==> config.mk <==
export PLATFORM = sky130hd
export DESIGN_NAME = nibble_tx
export DESIGN_NICKNAME = d
export VERILOG_FILES = /design/src/rtl/nibble_tx.sv
export SDC_FILE = /design/constraint.sdc
export NUM_CORES = 1
export LEC_CHECK = 0
export ABC_AREA = 1
export BUFFER_PORTS_ARGS = -buffer_cell sky130_fd_sc_hd__clkbuf_2
export CAP_MARGIN = 25
export CORE_AREA = 2 2 93 95
export DETAILED_ROUTE_END_ITERATION = 10
export DIE_AREA = 0 0 95 97
export GPL_TIMING_DRIVEN = 0
export PLACE_DENSITY = 0.83
export SLEW_MARGIN = 20
export SYNTH_ARGS = -nofsm -noshare
export SYNTH_HDL_FRONTEND = slang
export SYNTH_SLANG_ARGS = --single-unit
==> constraint.sdc <==
create_clock -name ExtClk -period 2.06 [get_ports ExtClk]
set_input_delay 0.309 -clock ExtClk [delete_from_list [all_inputs] [get_ports ExtClk]]
set_output_delay 0.309 -clock ExtClk [all_outputs]
set_load 0.01 [all_outputs]
==> src/rtl/nibble_tx.sv <==
// nibble_tx: buffers 12-bit samples in a 4-entry FIFO and sends each word as
// three nibbles (bits [3:0], then [7:4], then [11:8]) over a 4-bit link.
// Each nibble is framed by setup, strobe and hold intervals. After the third
// nibble, a gap interval follows.
module nibble_tx #(
  parameter int unsigned SETUP_CYC  = 2,
  parameter int unsigned STB_CYC    = 1,
  parameter int unsigned HOLD_CYC   = 2,
  parameter int unsigned GAP_CYC    = 1,
  // Value WordCount takes while reset is asserted (normally zero).
  parameter logic [15:0] WCOUNT_RST = 16'h0000
) (
  input  logic        ExtClk,
  input  logic        ExtResetn,
  input  logic        Enable,
  input  logic [11:0] SampleIn,
  input  logic        SampleInValid,
  output logic        SampleInReady,
  output logic [3:0]  DataOut,
  output logic [1:0]  ReadPhase,
  output logic        ReadPulse,
  output logic        Busy,
  output logic [15:0] WordCount
);

  typedef enum logic [2:0] {
    S_IDLE,
    S_SETUP,
    S_STROBE,
    S_HOLD,
    S_GAP
  } state_t;

  // Counter reload values: a state lasting N cycles counts N-1 down to 0.
  localparam logic [7:0] SETUP_LD = 8'(SETUP_CYC - 1);
  localparam logic [7:0] STB_LD   = 8'(STB_CYC - 1);
  localparam logic [7:0] HOLD_LD  = 8'(HOLD_CYC - 1);
  localparam logic [7:0] GAP_LD   = 8'(GAP_CYC - 1);

  // FIFO storage and bookkeeping
  logic [11:0] mem_q [4];
  logic [1:0]  wptr_q, wptr_d;
  logic [1:0]  rptr_q, rptr_d;
  logic [2:0]  occ_q, occ_d;
  logic        push, pop;

  // Transmit FSM state
  state_t      state_q, state_d;
  logic [7:0]  cnt_q, cnt_d;
  logic [11:0] shadow_q, shadow_d;
  logic [3:0]  data_q, data_d;
  logic [1:0]  phase_q, phase_d;
  logic        pulse_q, pulse_d;
  logic [15:0] wc_q, wc_d;

  // Ready depends only on registered occupancy. A pop in the same cycle
  // therefore cannot make room for a push until the following cycle.
  assign SampleInReady = (occ_q != 3'd4);
  assign push          = SampleInValid && SampleInReady;
  assign pop           = (state_q == S_IDLE) && (occ_q != 3'd0) && Enable;

  // FIFO pointer and occupancy next-state; a simultaneous push and pop leave occupancy unchanged
  always_comb begin
    wptr_d = wptr_q;
    rptr_d = rptr_q;
    occ_d  = occ_q;
    if (push) wptr_d = wptr_q + 2'd1;
    if (pop)  rptr_d = rptr_q + 2'd1;
    if (push && !pop)      occ_d = occ_q + 3'd1;
    else if (pop && !push) occ_d = occ_q - 3'd1;
  end

  // FIFO pointer and occupancy registers
  always_ff @(posedge ExtClk or negedge ExtResetn) begin
    if (!ExtResetn) begin
      wptr_q <= 2'd0;
      rptr_q <= 2'd0;
      occ_q  <= 3'd0;
    end else begin
      wptr_q <= wptr_d;
      rptr_q <= rptr_d;
      occ_q  <= occ_d;
    end
  end

  // FIFO storage; contents are meaningless until written, so it has no reset
  always_ff @(posedge ExtClk) begin
    if (push) mem_q[wptr_q] <= SampleIn;
  end

  // FSM next-state: sequences setup/strobe/hold per nibble, then gap
  always_comb begin
    state_d  = state_q;
    cnt_d    = cnt_q;
    shadow_d = shadow_q;
    data_d   = data_q;
    phase_d  = phase_q;
    wc_d     = wc_q;
    case (state_q)
      S_IDLE: begin
        if (pop) begin
          shadow_d = mem_q[rptr_q];
          data_d   = mem_q[rptr_q][3:0];
          phase_d  = 2'd0;
          cnt_d    = SETUP_LD;
          state_d  = S_SETUP;
        end
      end
      S_SETUP: begin
        if (cnt_q == 8'd0) begin
          cnt_d   = STB_LD;
          state_d = S_STROBE;
        end else begin
          cnt_d = cnt_q - 8'd1;
        end
      end
      S_STROBE: begin
        if (cnt_q == 8'd0) begin
          cnt_d   = HOLD_LD;
          state_d = S_HOLD;
        end else begin
          cnt_d = cnt_q - 8'd1;
        end
      end
      S_HOLD: begin
        if (cnt_q == 8'd0) begin
          if (phase_q == 2'd2) begin
            wc_d    = wc_q + 16'd1;
            cnt_d   = GAP_LD;
            state_d = S_GAP;
          end else begin
            phase_d = phase_q + 2'd1;
            data_d  = (phase_q == 2'd0) ? shadow_q[7:4] : shadow_q[11:8];
            cnt_d   = SETUP_LD;
            state_d = S_SETUP;
          end
        end else begin
          cnt_d = cnt_q - 8'd1;
        end
      end
      S_GAP: begin
        if (cnt_q == 8'd0) begin
          state_d = S_IDLE;
        end else begin
          cnt_d = cnt_q - 8'd1;
        end
      end
      default: state_d = S_IDLE;
    endcase
    pulse_d = (state_d == S_STROBE);
  end

  // FSM and output registers; reset drops the strobe and discards the partial word
  always_ff @(posedge ExtClk or negedge ExtResetn) begin
    if (!ExtResetn) begin
      state_q  <= S_IDLE;
      cnt_q    <= 8'd0;
      shadow_q <= 12'd0;
      data_q   <= 4'd0;
      phase_q  <= 2'd0;
      pulse_q  <= 1'b0;
      wc_q     <= WCOUNT_RST;
    end else begin
      state_q  <= state_d;
      cnt_q    <= cnt_d;
      shadow_q <= shadow_d;
      data_q   <= data_d;
      phase_q  <= phase_d;
      pulse_q  <= pulse_d;
      wc_q     <= wc_d;
    end
  end

  assign DataOut   = data_q;
  assign ReadPhase = phase_q;
  assign ReadPulse = pulse_q;
  assign WordCount = wc_q;
  assign Busy      = (state_q != S_IDLE) || (occ_q != 3'd0);

endmodule

## Word-level counts from Yosys, hierarchy flattened

Memories as Yosys holds them, arrays and structs flattened.
Cells that the tools add are included.
W data, S select, Z words.

| storage, ports and cells | value |
|---|---|
| bits in registers | 53 |
| bits in latches | 0 |
| RAM bits | 48 |
| bits in read-only memories | 0 |
| bits of input ports | 16 |
| output and inout port bits | 25 |
| word-level logic and storage cells | 76 |
| memories | 1 |

| cells by class | value |
|---|---|
| add/sub/neg operators | 7 |
| multipliers | 0 |
| div/mod/pow operators | 0 |
| $lt $le $gt $ge | 0 |
| equality and inequality tests | 11 |
| shift-type cells | 0 |
| mux-type cells | 27 |
| bitwise operators | 0 |
| reduce and logical (&&, ||, !) cells | 20 |

Memory list:

| memory | depth | width | read ports | clocked after Yosys merged registers in | write ports | line | source |
|---|---|---|---|---|---|---|---|
| mem_q | 4 | 12 | 1 | 0 | 1 | 41 | `logic [11:0] mem_q [4];` |

Operators by type and width:

| cell | number |
|---|---|
| $mux W8 | 5 |
| $pmux W8 S5 | 1 |
| $mux W3 | 8 |
| $add A16 B1 Y16 const B | 1 |
| $mux W4 | 4 |
| $pmux W3 S5 | 1 |
| $eq A3 B2 Y1 const B | 3 |
| $logic_not A8 Y1 | 1 |
| $ne A2 B2 Y1 const B | 4 |
| $pmux W4 S2 | 1 |
| $sub A8 B1 Y8 const B | 1 |
| $add A2 B1 Y2 const B | 3 |
| $mux W2 | 3 |
| $reduce_and A3 Y1 | 2 |
| $reduce_bool A3 Y1 | 2 |
| $logic_and A1 B1 Y1 | 5 |
| $reduce_bool A5 Y1 | 1 |
| $pmux W2 S2 | 1 |
| $reduce_and A4 Y1 | 1 |
| $reduce_bool A2 Y1 | 2 |
| $add A3 B1 Y3 const B | 1 |
| $eq A3 B1 Y1 const B | 1 |
| $eq A3 B3 Y1 const B | 1 |
| $logic_not A3 Y1 | 1 |
| other kinds (8) | 11 |

## Longest topological paths before layout

| logic depth | value |
|---|---|
| word-level depth | 6 |
| depth in mapped cells | 11 |
| depth with buffers taken out | 10 |

## Worst setup path after synthesis

OpenSTA, ideal clock, no wires.

| timing path | value |
|---|---|
| kind | reg-to-reg |
| start point | register occ_q[0] |
| end point | register occ_q[2] |
| setup time | 131 ps |
| arrival time | 1,778 ps |
| data required time | 1,929 ps |
| path slack | 151 ps |
| cell stages (with the launch flop) | 11 |
| period minus slack after synthesis | 1,909 ps |
| cells stage by stage | dfrtp_1 > inv_1 > nand3_1 > nand2_1 > inv_1 > ha_1 > inv_1 > fa_1 > a21oi_1 > o21ai_0 > xor2_1 |

RTL lines:

| what | line | source |
|---|---|---|
| start, declared | 44 | `logic [2:0] occ_q, occ_d;` |
| start signal, assigned | 78 | `occ_q <= 3'd0;` |
| start signal, assigned | 82 | `occ_q <= occ_d;` |
| $ne A3 B3 Y1 * | 58 | `assign SampleInReady = (occ_q != 3'd4);` |
| named net SampleInReady | 18 | `output logic SampleInReady,` |
| $logic_and A1 B1 Y1 * | 59 | `assign push = SampleInValid && SampleInReady;` |
| named net push | 45 | `logic push, pop;` |
| $logic_not A1 Y1 | 70 | `else if (pop && !push) occ_d = occ_q - 3'd1;` |
| $logic_and A1 B1 Y1 | 70 |  |
| $reduce_bool A2 Y1 (no source line) | n/a |  |

The timed path passes the listed nets; every way through them passes the cells marked *. The select of a mux whose other input is x is not followed.
A chain may end at the register's enable or synchronous reset.

## Final worst setup path

| timing path | value |
|---|---|
| start point | register occ_q[0] |
| end point | register occ_q[2] |

RTL lines:

| what | line |
|---|---|
| $ne A3 B3 Y1 * | 58 |
| $logic_and A1 B1 Y1 * | 59 |
| named net push | 45 |
| $logic_not A1 Y1 | 70 |
| $logic_and A1 B1 Y1 | 70 |
| $reduce_bool A2 Y1 (no source line) | n/a |

Marks and branches as above.

==> metrics.yaml <==
crit_chain: "inv_1 -> nand3_1 -> nand2_2 -> inv_2 -> ha_1 -> inv_1 -> fa_1 -> a21oi_1 -> o21ai_1 -> xor2_1"
grt_util_all_layers_pct: 20.7
layout_common_cells: "94 x nand2_1, 75 x nor2_1, 48 x dfrtp_1, 48 x edfxtp_1, 44 x inv_1"
globalRoute.totalOverflow: 0
cap_violations: 0
yosysUniqueCellTypes: 38
yosysWarnings: 0
cpPeakStageDelay_ns: 0.41
tns_ns: 0
synthCells: 473
die_h_um: 97
grt_pass1_wl_um: 14800
cp_common_cell: "inv_1"
whs_ns: -0.0104
period_share_pct: 91.1
r2r-end: "occ_q[2]"
grt_start_max_net_pins: 50
avgSynthCellArea_um2: 9.70
netlist_area_um2: 4590
grt_pass1_vias: 3229
drc: 0
die_w_um: 95
antenna_found_initial: 0
cts_max_path_buffers: 2
start_util_pct: 56.4
power_density_nw_per_um2: 796
crit_path_start_kind: "flop"
cpMaxStageDelayCell: "dfrtp_1"
die_area_um2: 9220
cp_max_fo: 3
fillers: 653
crit_start: "occ_q[0]"
numCtsBuffers: 9
synth-seq-area-share_pct: 58.2
gp_congestion: 0.824
max_freq_mhz: 533
synth_nets: 500
path_class: "flop to flop"
setup_viol: 0
crit_buf_inv: 3
leakagePower_nw: 2.34
drtIter0Drc: 176
holdBufCountCts: 0
firstDrtPassIters: 4
fin_cells: 640
slew_viol_final: 0
fin_crit_ns: 1.88
tightest_slew_ns: 0.684
vias_per_cell: 5.31
reg2reg_depth: 10
cp_top_family: "adder cells"
place_inst: 622
htreeDepth: 3
tritoncts: "built"
r2r-start: "occ_q[0]"
placed_area_um2: 4950
cp.required_ns: 2.32
route.vias.total: 3401
skew_ns: 0.0152
power_mw: 4.11
hp-class: "input pin to async pin"
mostFrequentLayoutCell: "nand2_1"
endpoint: "occ_q[2]"
cp-end-kind: "flop"
drive_above_1_share_pct: 17.4
r2r_slack_ns: 0.18
relSlewSlack_pct: 54.4
cts.sinks: 97
ys_seq_elements: 97
final_area_um2: 5170
cp.depth: 10
grt_setup_unrepaired: "no"
hpwl_um: 6420
crit_arrival_ns: 2.14
num-nets-final: 557
drt_wl_total_um: 8950
violations: "hold timing"
ioPinCount: 41
core_um2: 8130
area_delta_synth_final_pct: 12.7
diodes: 0
finalHoldViolCount: 14
antenna_left: 0
worstSkewPairLatency_ns: 0.38
status: "finished, violations left"
io_buffer_count: 40
wl_per_cell_um: 14.0
rows: 33
cts.clk_slew.worst_paths_ns: 0.11
clock-root-buffer: "clkbuf_8"
vdd_ir_drop_max_v: 0.000671
state kept, by name, summed over array words and instances (netlist names):
name,count
shadow_q,8
mem_q,48
state_q,3
cnt_q,8
rptr_q,2
wptr_q,2
ReadPhase,2
WordCount,16
DataOut,4
occ_q,3
ReadPulse,1
Yosys cell counts:
cell / instances / area, um^2
nand2_4: 1 / 11.3
fa_1: 1 / 20.0
o21ai_0: 32 / 160
inv_1: 45 / 169
nand3_1: 31 / 155
dfrtp_1: 49 / 1230
edfxtp_1: 48 / 1440
nor2_1: 76 / 285
nor3_1: 5 / 25.0
buf_2: 2 / 10.0
o21ai_1: 1 / 5.00
nor2_4: 4 / 45.0
nor2_8: 1 / 20.0
inv_2: 2 / 7.51
a21oi_1: 8 / 40.0
nor2_2: 3 / 18.8
and2_1: 1 / 6.26
nand2_1: 95 / 357
nand3_2: 2 / 20.0
ha_1: 10 / 125
nor3_2: 1 / 10.0
nand2_2: 2 / 12.5
nand2_8: 1 / 20.0
inv_6: 1 / 8.76
xnor2_1: 7 / 61.3
nand4_1: 8 / 50.1
a31oi_1: 8 / 50.1
or2_2: 1 / 6.26
buf_12: 1 / 20.0
xor2_1: 10 / 87.6
buf_6: 1 / 11.3
mux2i_1: 4 / 40.0
buf_4: 2 / 15.0
buf_1: 1 / 3.75
nor2b_1: 1 / 6.26
a21oi_2: 1 / 8.76
clkbuf_1: 5 / 18.8
o21ai_2: 1 / 8.76
metrics by stage:
step                      utilization [%]  setup WS [ns]  hold WS [ns]
after floorplan                         -          0.151        0.0134
after global placement               60.5         0.0287         0.465
after detailed placement             60.9         0.0544         0.423
after CTS                            63.3         0.0342        0.0162
after global routing                 63.5         0.0132        0.0537
final                                63.5          0.182       -0.0104
where the power goes:
| part | internal [mW] | switching [mW] | total, mW |
|---|---|---|---|
| sequential | 2.29 | 0.0852 | 2.38 |
| combinational | 0.178 | 0.351 | 0.530 |
| clock | 0.473 | 0.733 | 1.21 |
| total | 2.94 | 1.17 | 4.11 |
what timing repair did:
item | 4_1_cts | 5_1_grt
resized for setup | 0 | 5
endpoints found under the setup margin | 0 | 2
setup buffers | 0 | 2
layer usage:
layer / up-vias / global-route usage, % / routed length, um
li1: 1663 / - / -
met4: 0 / 8.58 / 197
met2: 85 / 35.6 / 4570
met5: - / 0 / 0
met1: 1635 / 25.6 / 3820
met3: 18 / 3.35 / 366
layout make-up:
cell class | instances | area (um^2) | share of cell area, %
buffer | 12 | 78.8 | 1.53
clock buffer | 9 | 124 | 2.40
clock inverter | 7 | 72.6 | 1.40
inverter | 48 | 185 | 3.58
multi-input combinational | 316 | 1660 | 32.1
sequential | 97 | 2670 | 51.6
tap | 105 | 131 | 2.54
timing repair buffer | 46 | 248 | 4.79
cell families (layout without fill, tap and decap cells):
kind of cell	Yosys count	after routing	share of synthesized area, %
xor+xnor	17	17	3.25
simple gates	233	233	22.9
buf+inv	60	122	5.76
fa+ha+maj	11	11	3.16
mux	4	4	0.873
flops	97	97	58.2
compound gates	51	51	5.95
worst min-delay path by stage:
stage	start	to	slack, ns	cells after the start
6_report	ExtResetn	WordCount[2]	-0.01	1
5_1_grt	ExtResetn	cnt_q[5]	0.05	1
4_1_cts	ExtResetn	state_q[2]	0.02	1
3_5_place_dp	ExtResetn	cnt_q[5]	0.42	1
3_3_place_gp	DataOut[3]	DataOut[3]	0.46	2
2_1_floorplan	ExtResetn	DataOut[0]	0.01	0
No activity file was read; power rests on OpenSTA's default activity.
